==> config.mk <==
export PLATFORM = sky130hd
export DESIGN_NAME = window_gen_3x3
export DESIGN_NICKNAME = d
export VERILOG_FILES = /design/src/rtl/window_gen_3x3.sv
export SDC_FILE = /design/constraint.sdc
export NUM_CORES = 1
export LEC_CHECK = 0
export BUFFER_PORTS_ARGS = -buffer_cell sky130_fd_sc_hd__buf_2
export CAP_MARGIN = 20
export CELL_PAD_IN_SITES_DETAIL_PLACEMENT = 1
export CELL_PAD_IN_SITES_GLOBAL_PLACEMENT = 2
export CORE_UTILIZATION = 36
export CTS_CLUSTER_DIAMETER = 50
export DETAILED_ROUTE_END_ITERATION = 10
export GPL_TIMING_DRIVEN = 0
export PLACE_DENSITY = 0.71
export SYNTH_ARGS = -nofsm -noshare
export SYNTH_HDL_FRONTEND = slang
export SYNTH_SLANG_ARGS = --single-unit
export TNS_END_PERCENT = 5
==> constraint.sdc <==
create_clock -name clk -period 2.4 [get_ports clk]
set_input_delay 0.12 -clock clk [delete_from_list [all_inputs] [get_ports clk]]
set_output_delay 0.12 -clock clk [all_outputs]
set_load 0.05 [all_outputs]
==> src/rtl/window_gen_3x3.sv <==
// Sliding 3x3 window generator: two line buffers feed the top/middle rows of a
// 3x3 shift window; each interior position emits one patch through a single
// output register with valid/ready backpressure.
module window_gen_3x3 #(
  parameter int IMG_W = 32,
  parameter int IMG_H = 32,
  parameter int PIX_W = 8
) (
  input  logic                          clk,
  input  logic                          rst,
  input  logic                          in_valid,
  output logic                          in_ready,
  input  logic [PIX_W-1:0]              in_pix,
  input  logic                          in_sof,
  output logic                          patch_valid,
  input  logic                          patch_ready,
  output logic [2:0][2:0][PIX_W-1:0]    patch,
  output logic [$clog2(IMG_H)-1:0]      patch_row,
  output logic [$clog2(IMG_W)-1:0]      patch_col,
  output logic                          frame_done,
  output logic                          sof_err
);
  localparam int RW = $clog2(IMG_H);
  localparam int CW = $clog2(IMG_W);
  localparam logic [RW-1:0] R_LAST = RW'(IMG_H - 1);
  localparam logic [CW-1:0] C_LAST = CW'(IMG_W - 1);

  typedef enum logic {FILL, RUN} state_e;

  state_e                       state_q, state_d;
  logic [RW-1:0]                r_q, r_d, pr;
  logic [CW-1:0]                c_q, c_d, pc;
  logic [2:0][2:0][PIX_W-1:0]   win_q, win_d, patch_q;
  logic [PIX_W-1:0]             lb_a [IMG_W];
  logic [PIX_W-1:0]             lb_b [IMG_W];
  logic                         patch_valid_q, frame_done_q, sof_err_q;
  logic [RW-1:0]                patch_row_q;
  logic [CW-1:0]                patch_col_q;
  logic                         acc, last_pix, emit;

  assign in_ready    = !patch_valid_q || patch_ready;
  assign patch_valid = patch_valid_q;
  assign patch       = patch_q;
  assign patch_row   = patch_row_q;
  assign patch_col   = patch_col_q;
  assign frame_done  = frame_done_q;
  assign sof_err     = sof_err_q;

  // Next position/state, window shift and emit decision for the pixel being accepted.
  // A start-of-frame pixel is treated as (0,0) regardless of the counters.
  always_comb begin
    acc      = in_valid && in_ready;
    pr       = in_sof ? '0 : r_q;
    pc       = in_sof ? '0 : c_q;
    last_pix = (pr == R_LAST) && (pc == C_LAST);
    r_d      = r_q;
    c_d      = c_q;
    state_d  = state_q;
    win_d    = win_q;
    emit     = 1'b0;
    if (acc) begin
      if (pc == C_LAST) begin
        c_d = '0;
        r_d = last_pix ? '0 : pr + RW'(1);
      end else begin
        c_d = pc + CW'(1);
        r_d = pr;
      end
      if (in_sof)
        state_d = FILL;
      else if (state_q == FILL && pr == RW'(1) && pc == C_LAST)
        state_d = RUN;
      else if (state_q == RUN && last_pix)
        state_d = FILL;
      for (int i = 0; i < 3; i++) begin
        win_d[i][0] = win_q[i][1];
        win_d[i][1] = win_q[i][2];
      end
      win_d[0][2] = lb_b[pc];
      win_d[1][2] = lb_a[pc];
      win_d[2][2] = in_pix;
      // Columns 0/1 would mix pixels across the line wrap, so they never emit.
      emit = !in_sof && (state_q == RUN) && (pc >= CW'(2));
    end
  end

  // Counters, state, window and the output register with backpressure hold.
  always_ff @(posedge clk) begin
    if (rst) begin
      state_q       <= FILL;
      r_q           <= '0;
      c_q           <= '0;
      win_q         <= '0;
      patch_q       <= '0;
      patch_row_q   <= '0;
      patch_col_q   <= '0;
      patch_valid_q <= 1'b0;
      frame_done_q  <= 1'b0;
      sof_err_q     <= 1'b0;
    end else begin
      state_q      <= state_d;
      r_q          <= r_d;
      c_q          <= c_d;
      win_q        <= win_d;
      frame_done_q <= acc && last_pix;
      if (acc && in_sof && (r_q != '0 || c_q != '0))
        sof_err_q <= 1'b1;
      if (emit) begin
        patch_valid_q <= 1'b1;
        patch_q       <= win_d;
        patch_row_q   <= r_q - RW'(2);
        patch_col_q   <= c_q - CW'(2);
      end else if (patch_ready) begin
        patch_valid_q <= 1'b0;
      end
    end
  end

  // Line buffers: B takes the previous row from A, A takes the incoming pixel.
  // Stale contents after reset are harmless because FILL suppresses output.
  always_ff @(posedge clk) begin
    if (acc) begin
      lb_b[pc] <= lb_a[pc];
      lb_a[pc] <= in_pix;
    end
  end
endmodule

## After elaboration in Yosys (flattened, before gate mapping)

Memory sizes are Yosys's and may differ from the RTL's.
Cells that the tools add are included.
W data, S select, Z words.

- Input port bits: 13
- Memories: 2
- Output and inout port bits: 86
- Bits in writable memories: 512
- Register bits after elaboration: 168

Memory list:

| memory | depth | width | rd ports | clocked after Yosys merged registers in | write ports | line | RTL |
|---|---|---|---|---|---|---|---|
| lb_a | 32 | 8 | 1 | 0 | 1 | 34 | `logic [PIX_W-1:0] lb_a [IMG_W];` |
| lb_b | 32 | 8 | 1 | 0 | 1 | 35 | `logic [PIX_W-1:0] lb_b [IMG_W];` |

- $lt $le $gt $ge: 1
- Reductions and logical operators: 19
- Add/subtract/negate cells: 4
- Bitwise logic cells: 1
- Mux-type cells: 14
- Eq/ne operators: 3

Operators with widths:

| cell | number |
|---|---|
| $mux W72 | 1 |
| $mux W5 | 5 |
| $add A5 B1 Y5 const B | 2 |
| $eq A5 B5 Y1 const B | 2 |
| $logic_and A1 B1 Y1 | 10 |
| $reduce_bool A5 Y1 | 2 |
| $sub A5 B2 Y5 const B | 2 |
| $mux W1 | 8 |
| $eq A5 B1 Y1 const B | 1 |
| $ge A5 B2 Y1 const B | 1 |
| $reduce_bool A3 Y1 | 1 |
| $logic_not A1 Y1 | 2 |
| $logic_or A1 B1 Y1 | 2 |
| $reduce_and A2 Y1 | 1 |
| $reduce_bool A2 Y1 | 1 |
| $not A1 Y1 | 1 |

## Depth between registers and ports, before layout

- Depth in word-level cells: 7
- Gate-level depth with buffers: 13

## Least setup slack after synthesis

OpenSTA, ideal clock, no wires.

- Kind: register -> register
- Start: reg patch_valid_q, in the netlist patch_valid
- End: mem lb_a[11][0], enable pin
- Cell stages (with the launch flop): 7
- Buffers on the path: 2
- Slack: -0.670 ns
- Setup time: 0.388 ns
- Period minus slack after synthesis: 3.070 ns
- Arrival: 2.682 ns
- Required time: 2.012 ns
- Path through: dfxtp_1 nand2b_1 and2_0 buf_2 clkbuf_1 nand2_1 nor2_1

- Word-level cells in the longest chain between the ends: 5

Ends and longest elaborated chain:

| what | line | RTL |
|---|---|---|
| from (decl) | 36 | `logic patch_valid_q, frame_done_q, sof_err_q;` |
| from (signal assigned) | 97 | `patch_valid_q <= 1'b0;` |
| from (signal assigned) | 109 | `patch_valid_q <= 1'b1;` |
| from (signal assigned) | 114 | `patch_valid_q <= 1'b0;` |
| $logic_not A1 Y1 | 41 | `assign in_ready = !patch_valid_q \|\| patch_ready;` |
| $logic_or A1 B1 Y1 | 41 |  |
| net in_ready | 12 | `output logic in_ready,` |
| $logic_and A1 B1 Y1 | 52 | `acc = in_valid && in_ready;` |
| $mux W1 | 122 | `if (acc) begin` |
| $mux W1 (not written as such) | 124 | `lb_a[pc] <= in_pix;` |
| to (decl) | 34 |  |

The timed path passes the listed nets, and every way through them passes these cells.

## Worst setup path in the final report

- Start: reg c_q[2]
- End: mem lb_b[22][6] (data pin)

- Word-level cells in the longest chain between the ends: 2

Ends and longest elaborated chain:

| what | line | RTL |
|---|---|---|
| from (decl) | 32 | `logic [CW-1:0] c_q, c_d, pc;` |
| from (signal assigned) | 92 | `c_q <= '0;` |
| from (signal assigned) | 103 | `c_q <= c_d;` |
| $mux W5 | 54 | `pc = in_sof ? '0 : c_q;` |
| $mem_v2 Z32 W8 | - |  |
| to (decl) | 35 |  |

Every way passes these cells.

==> results_dict.tcl <==
set metrics [dict create \
    final_cell_mix "edfxtp_1, nor2_1, dfxtp_1" \
    seq_area_frac_synth_pct 70.3 \
    antenna_found_initial 1 \
    cts_sinks 680 \
    r2r_slack_ps -110 \
    cp-start-kind "flop" \
    run_status "finished, violations left" \
    maxCapViolCount 0 \
    pre_cts_ws_ps -2670 \
    layout.nets 2158 \
    drt-met1-wl_um 39800 \
    post-route-util_pct 46.7 \
    endpoint_kind "flop" \
    drt_iter0_markers 2007 \
    hold_depth 1 \
    synth.distinct_cells 72 \
    ir_drop_uv 414 \
    antenna_left 0 \
    io_buffers 97 \
    powerDensity_nw_per_um2 786 \
    wl_met2_um 46100 \
    synth_area_per_cell_um2 14.5 \
    min_period_ps 2510 \
    tns_ps -10590 \
    dp_hpwl_um 63900 \
    area_delta_synth_final_pct 28.1 \
    final_hold_viol_count 0 \
    cts_root_buffer "clkbuf_16" \
    synth_top_family_by_area "compound AO/OA/AOI/OAI gates" \
    synth_largest_area_cell "edfxtp_1" \
    dieArea_um2 75200 \
    synth-seq-cells 680 \
    cp_max_fo 24 \
    synth-compound-area-share_pct 10.8 \
    wl_met3_um 7930 \
    cts.path.max_buffers 3 \
    synth-async-reset-ratio_pct 0 \
    synth_top_area_share_pct 57.6 \
    clock.fmax_ghz 0.399 \
    finalCritPeriodShare_pct 104 \
    rsz0062_at_grt "yes" \
    place.gp.congestion 0.891 \
    violations "DRC, setup timing" \
    synth.mux.area_fraction_pct 7.82 \
    grt-ovfl-total 0 \
    first_global_vias 19100 \
    grt_first_pass_wirelength_um 139000 \
    seqCellArea_um2 18700 \
    top_layer "met4" \
    hold_end "lb_a[0][0]" \
    drt_pre_antenna_iters 9 \
    syn_area_um2 26700 \
    leakage_nw 11.5 \
    syn_inst 1837 \
    worstPathRequired_ps 2760 \
    grt_max_degree 34 \
    htreeDepth 3 \
    nFillCells 7177 \
    fp.coreArea_um2 73100 \
    rows 99 \
    setup_violations 186 \
    worst_pin_slew_ps 1020 \
    final_common_cell "edfxtp_1" \
    ios 99 \
    hold_path.class "in2reg" \
    maxSlewHeadroom_pct 32.1 \
    synth_edf_count 512 \
    yosysWarnings 0 \
    vias 18300 \
    clk-insertion-delay-late_ps 650 \
    ff2ff_path_depth 9 \
    n_antenna_cell 0 \
    fin_cells 3160 \
    wl_per_cell_um 31.1 \
    fin_worst_skew_ps 31.6 \
    clk_pin_slew_ps 60 \
    cts_tree "done" \
    start_util_pct 36.5 \
    timing.rr.end "lb_b[22][6]" \
    layout_setup_ws_ps -105 \
    die_h_um 274 \
    via_per_inst 5.81 \
    final_layout_size_suffix_gt1_share_pct 28.6 \
    synth-adder-area-share_pct 0.375 \
    ys.flop_type "edfxtp_1" \
    place_inst 2906 \
    grt_use_total_pct 26.2 \
    netlist_top_cells_area "edfxtp_1, dfxtp_1, mux2i_1" \
    detail_route.wirelength_um 98200 \
    die_width_um 274 \
    hold_path_startpoint "in_pix[0]" \
    critical_path_class "reg2reg" \
    synth_xor_area_share_pct 0.197 \
    multi_input_area_um2 8340 \
    numCtsBuffers 82 \
    worstPathArrival_ps 2860 \
    yosys.area_share.simple_pct 7.95 \
    timing.rr.start "c_q[2]" \
    final_max_slew_viol_count 0 \
    synth_nets 1858 \
    drc_errors 36 \
]
## cells in the mapped netlist (9+ instances only)
master and count:
a2111oi_0 18, a211oi_1 123, a21oi_1 45, a221o_1 11, a221oi_1 40, a22oi_1 14, a311oi_1 29, and2_1 23
buf_1 10, buf_2 53, buf_4 15, clkbuf_1 56, dfxtp_1 168, edfxtp_1 512, inv_1 9, mux2_2 11
mux2i_1 142, mux4_2 24, nand2_1 72, nand2b_1 19, nand3b_1 21, nor2_1 210, nor2b_1 25, nor3_1 14
nor3b_1 14, o21ai_0 35
## metrics by stage
stage / instance area [µm²] / hold slack (ps) / total power, mW
global placement: 28600 / 450 / 14.4
global route: 34200 / 93.9 / 27.5
detailed placement: 28800 / 451 / 14.5
floorplan: 26900 / 219 / 13.8
finish: 34200 / 105 / 26.8
CTS: 33900 / 81.9 / 26.9
## where the power goes
part           total [mW]  switching [mW]  internal, mW
Sequential           12.9          0.0548          12.8
Clock                12.2            5.01          7.20
Combinational        1.75            1.17         0.585
## flip-flops by register name, summed over array words and instances, names as in the netlist
| register | count |
|---|---|
| r_q | 5 |
| state_q | 1 |
| c_q | 5 |
| patch_valid | 1 |
| lb_b | 256 |
| sof_err | 1 |
| frame_done | 1 |
| patch | 72 |
| patch_col | 5 |
| lb_a | 256 |
| win_q | 72 |
| patch_row | 5 |
## worst max path at each step
stage | end | cells after the start | startpoint
CTS | lb_b[31][4] | 9 | c_q[0]
global placement | lb_b[22][3] | 6 | c_q[1]
finish | lb_b[22][6] | 9 | c_q[2]
floorplan | r_q[3] | 10 | c_q[1]
global route | lb_b[13][6] | 9 | c_q[0]
detailed placement | lb_b[17][7] | 7 | c_q[1]
## per-layer routing
metal,vias up,track usage [%]
met5,-,0
met4,0,11.5
met3,218,5.35
met2,858,42.4
met1,9517,33.9
li1,7756,-
## area by class of cell
cell class	count	share of cell area (%)
tap	959	3.51
multi-input combinational	1012	24.4
timing repair buffer	216	5.90
buffer	134	3.43
clock buffer	108	6.51
sequential	680	54.9
clock inverter	40	1.20
inverter	11	0.128
## critical path, stage by stage (launching register included)
cell and delay (ps):
dfxtp_2 350, buf_12 160, buf_12 170, buf_6 170
and3b_2 320, a22oi_1 160, o211a_1 170, nor3_4 310
nand2_4 150, buf_16 190
## cells by family after synthesis
kind of cell,after synthesis
AND/OR/NAND/NOR,437
buffers and inverters,148
adder cells (fa/ha/maj),8
XOR/XNOR,6
multiplexers,177
AO/OA/AOI/OAI,381
flip-flops,680
## what timing repair did
action	CTS	global route
hold endpoints to repair	2	0
gates resized for setup	310	57
endpoints found under the setup margin	855	577
pin swaps	57	7
hold buffers	2	0
buffers inserted	99	5
cloned	3	0
Note: power is estimated with default switching activity, not from simulation.
